===== config.mk =====
export PLATFORM = sky130hd
export DESIGN_NAME = pipeline_stall_controller
export DESIGN_NICKNAME = d
export VERILOG_FILES = /design/src/rtl/pipeline_stall_controller.sv
export SDC_FILE = /design/constraint.sdc
export NUM_CORES = 1
export LEC_CHECK = 0
export CAP_MARGIN = 20
export CORE_ASPECT_RATIO = 1.25
export CORE_MARGIN = 2
export CORE_UTILIZATION = 48
export CTS_BUF_LIST = sky130_fd_sc_hd__clkbuf_8
export DETAILED_ROUTE_END_ITERATION = 8
export GPL_ROUTABILITY_DRIVEN = 0
export PLACE_DENSITY_LB_ADDON = 0.15
export SLEW_MARGIN = 20
export SYNTH_ARGS = -nofsm -noshare
export SYNTH_HDL_FRONTEND = slang
export SYNTH_SLANG_ARGS = --single-unit

===== constraint.sdc =====
create_clock -name clk -period 4.7 [get_ports clk]
set_input_delay 0.705 -clock clk [delete_from_list [all_inputs] [get_ports clk]]
set_output_delay 0.705 -clock clk [all_outputs]
set_load 0.03 [all_outputs]

===== src/rtl/pipeline_stall_controller.sv =====
// Purpose: freeze/flush sequencer for the 5-stage pipeline; merges hazard, branch flush and memory waits.
// Latency: control outputs are combinational (same cycle); counters and memTimeout state update on the next clk edge.
// Backpressure: an outstanding memory access freezes every stage until memReady; the FAULT state freezes them permanently.
module pipeline_stall_controller #(
    parameter int MEM_TIMEOUT = 16,
    parameter int CNT_WIDTH   = 16
) (
    input  logic                 clk,
    input  logic                 rst_n,
    input  logic                 hazard,
    input  logic                 branchTaken,
    input  logic                 memRequest,
    input  logic                 memReady,
    input  logic                 clearCounters,
    output logic                 freezePC,
    output logic                 freezeIfId,
    output logic                 flushIfId,
    output logic                 flushIdExe,
    output logic                 freezeBack,
    output logic                 memTimeout,
    output logic [CNT_WIDTH-1:0] stallCycles,
    output logic [CNT_WIDTH-1:0] flushCount
);

    localparam int WAIT_W = (MEM_TIMEOUT < 2) ? 1 : $clog2(MEM_TIMEOUT + 1);
    localparam logic [WAIT_W-1:0] WAIT_MAX = WAIT_W'(MEM_TIMEOUT);

    typedef enum logic [1:0] {
        RUN      = 2'd0,
        MEM_WAIT = 2'd1,
        FAULT    = 2'd2
    } state_t;

    state_t            state, state_nxt;
    logic [WAIT_W-1:0] wait_cnt, wait_cnt_nxt;
    logic              mem_stall;
    logic              fz_pc, fz_ifid, fl_ifid, fl_idexe, fz_back;

    // State and wait-cycle counter registers.
    always_ff @(posedge clk or negedge rst_n) begin
        if (!rst_n) begin
            state    <= RUN;
            wait_cnt <= '0;
        end else begin
            state    <= state_nxt;
            wait_cnt <= wait_cnt_nxt;
        end
    end

    // Next state, memory stall decode and prioritised freeze/flush controls.
    always_comb begin
        state_nxt    = state;
        wait_cnt_nxt = wait_cnt;
        mem_stall    = 1'b0;
        fz_pc        = 1'b0;
        fz_ifid      = 1'b0;
        fl_ifid      = 1'b0;
        fl_idexe     = 1'b0;
        fz_back      = 1'b0;

        case (state)
            RUN: begin
                // A request completing in the same cycle is a single-cycle access.
                mem_stall = memRequest & ~memReady;
                if (mem_stall) begin
                    state_nxt    = MEM_WAIT;
                    wait_cnt_nxt = WAIT_W'(1);
                end
            end
            MEM_WAIT: begin
                // A dropped request abandons the wait without freezing this cycle.
                mem_stall = memRequest & ~memReady;
                if (memReady || !memRequest) begin
                    state_nxt = RUN;
                end else if (MEM_TIMEOUT != 0 && wait_cnt == WAIT_MAX) begin
                    state_nxt = FAULT;
                end else if (wait_cnt != WAIT_MAX) begin
                    wait_cnt_nxt = wait_cnt + WAIT_W'(1);
                end
            end
            FAULT: begin
                mem_stall = 1'b1;
            end
            default: begin
                state_nxt = RUN;
            end
        endcase

        // Memory stall beats branch flush, which beats the hazard bubble.
        if (mem_stall) begin
            fz_pc   = 1'b1;
            fz_ifid = 1'b1;
            fz_back = 1'b1;
        end else if (branchTaken) begin
            fl_ifid  = 1'b1;
            fl_idexe = 1'b1;
        end else if (hazard) begin
            fz_pc    = 1'b1;
            fz_ifid  = 1'b1;
            fl_idexe = 1'b1;
        end
    end

    // Outputs are forced low while reset is held, independent of the clock.
    assign freezePC   = rst_n & fz_pc;
    assign freezeIfId = rst_n & fz_ifid;
    assign flushIfId  = rst_n & fl_ifid;
    assign flushIdExe = rst_n & fl_idexe;
    assign freezeBack = rst_n & fz_back;
    assign memTimeout = rst_n & (state == FAULT);

    // Saturating stall-cycle counter; clear wins over a same-cycle increment.
    always_ff @(posedge clk or negedge rst_n) begin
        if (!rst_n) begin
            stallCycles <= '0;
        end else if (clearCounters) begin
            stallCycles <= '0;
        end else if ((freezePC | freezeBack) && stallCycles != '1) begin
            stallCycles <= stallCycles + CNT_WIDTH'(1);
        end
    end

    // Saturating branch-flush counter; clear wins over a same-cycle increment.
    always_ff @(posedge clk or negedge rst_n) begin
        if (!rst_n) begin
            flushCount <= '0;
        end else if (clearCounters) begin
            flushCount <= '0;
        end else if (flushIfId && flushCount != '1) begin
            flushCount <= flushCount + CNT_WIDTH'(1);
        end
    end

endmodule

==> results.txt <==
Die Ht - 78.3 µm
Hold Vio Cnt, Final - 0
core area - 4320 µm²
CP startpoint kind - primary input
area delta synth->final - 28.5%
number of remaining DRC errors - 0
Starting Density - 0.490
non-filler cells, final - 325
final setup fails - 0
commonest non-fill, non-tap cells in the layout - 42 x clkdlybuf4s50_1, 39 x dfrtp_1, 31 x nor2_1, 17 x nand3_1, 15 x xnor2_1
RSZ-0062 raised after global routing - no
Clk Tree Root Cell - clkbuf_8
detailed-route wire length - 4610 µm
Seq cells post-synth - 39
Max Cap Viol - 0
Max Freq - 0.304 GHz
Slew HR - 0.479
Die X - 63.4 µm
CTS tree - yes
Tot GR Track Use - 0.201
Worst Max-Slew Pin Slew - 774 ps
Power Density - 261 nW/µm²
Clk Latency, worst-skew pair - 290 ps
CP Max Fanout - 17
initial antenna violation count - 0
Buffers on Ports - 44
critical setup path kind - primary input to output port
VDD IR max - 0.201 mV
total number of vias - 1846
Hold Crit Class - primary input to asynchronous set/reset pin
Reg clk slew, reported paths - 70 ps
fraction of registers with async set/reset - 1.00
Filler cells - 405
Ys Warns - 0
Post-Synthesis Net Count - 231
clk_skew - 7.25 ps
Total Neg Setup Slack - 0 ps
Initial DRC Count - 127
Crit path required time - 3990 ps
num rows - 27
r2r setup slk - 2310 ps
CTS buffer count - 5
drt first pass iters - 7
clock buffer depth - 2
sequential cell area - 976 µm²
multi-input combinational cell area - 1090 µm²
CTS H-tree lvls - 2
DR vias/cell - 5.68
Post-Syn Area per Cell - 9.63 µm²
pin count of the biggest net entering global routing - 37
status - finished, final reports clean
cts-stage hold buffer count - 0
most common cell after layout, fill and taps aside - clkdlybuf4s50_1
Pleak - 1.10 nW
vias in the first global route - 1734
Worst Path Arrival - 2590 ps
Tcrit/Tclk final - 0.701
Mapped Area - 2120 µm²
Post-CTS Setup Bufs - 0
placed insts - 317
Final min period - 3290 ps
Cell variety after synth - 45
remaining antenna violation count after routing - 0
Max Slew Vio Count - 0
PostCTS Resize Cnt - 0
layout cell share with drive strength beyond 1 - 0.0749
# diodes - 0
# IOs - 45
Seq/Total Area, Yosys - 0.461
dpl hpwl - 3260 µm
post-DR wirelength/cell - 14.2 µm
crit end category - output port
first-pass GRT wire length - 7970 µm
Mapped Cells - 220
total global routing overflow - 0
clock sinks - 39
total die area - 4960 µm²
number of synthesized flops with an enable pin - 0
final net count - 277
most frequently used flop master after synthesis - dfrtp_1
==> metal layers <==
metal	part of all wire	global-route usage	wire, µm	up-vias
met1	0.45	0.253	2070	901
met4	0.019	0.0804	88	0
met3	0.044	0.0415	203	8
met2	0.49	0.338	2250	53
met5	0	0	0	-
li1	-	-	-	884
==> report_power, final <==
part | switching (mW) | internal (mW) | total (mW)
registers | 0.0142 | 0.346 | 0.360
logic | 0.0428 | 0.0303 | 0.0731
clock network | 0.118 | 0.158 | 0.276
==> final timing paths <==
path | depth (start not counted) | end | from
worst max-delay path | 6 | freezePC | memRequest
worst min-delay path | 1 | state[1] | rst_n
worst max register to register | 6 | stallCycles[13] | state[0]
worst min register to register | 1 | wait_cnt[3] | wait_cnt[3]
max in group asynchronous | 2 | wait_cnt[0] | rst_n
min in group clk | 1 | wait_cnt[3] | wait_cnt[3]
==> logic make-up after synthesis <==
group | synth area share
AO/OA/AOI/OAI | 0.0809
buffers and inverters | 0.0254
adder cells (fa/ha/maj) | 0.0236
flip-flops | 0.461
XOR/XNOR | 0.103
multiplexers | 0.0100
AND/OR/NAND/NOR | 0.296
==> synth_stat cells, types with 5 or more instances <==
cell type,instances,area (µm²)
nand4_1,11,68.8
nand2_1,12,45.0
nor2_1,31,116
o21ai_0,7,35.0
clkbuf_1,6,22.5
a21oi_1,5,25.0
xor2_1,10,87.6
nand3_1,17,85.1
nor4_1,6,37.5
inv_1,5,18.8
and4_1,5,43.8
dfrtp_1,39,976
nor3_1,6,30.0
xnor2_1,15,131
==> worst max-delay path, cell delays in order <==
cell	delay, ps
clkdlybuf4s50_1	470
nor3b_4	340
o31ai_2	120
buf_4	210
inv_1	80
clkdlybuf4s50_1	660
==> cell type report <==
class,instances,share of cell area
clock buffers,5,0.0253
clock inverters,3,0.0161
inverters,5,0.00690
multi-input cells,168,0.400
flip-flops and latches,39,0.359
well taps,58,0.0267
repair buffers,47,0.166
==> through the flow <==
step	total power [mW]	cell area (µm²)	util	hold slack, ps	worst slack (ps)
3_3_place_gp	0.438	2610	0.604	518	1410
3_5_place_dp	0.439	2610	0.603	524	1390
5_1_grt	0.750	2720	0.629	254	1290
6_report	0.709	2720	0.629	254	1410
2_1_floorplan	0.408	2120	-	409	1960
4_1_cts	0.719	2720	0.629	251	1390
==> state kept, by name, summed over array words and instances (netlist names) <==
name         flops
flushCount      16
stallCycles     16
wait_cnt         5
state            2
(Power assumes the default switching activity.)
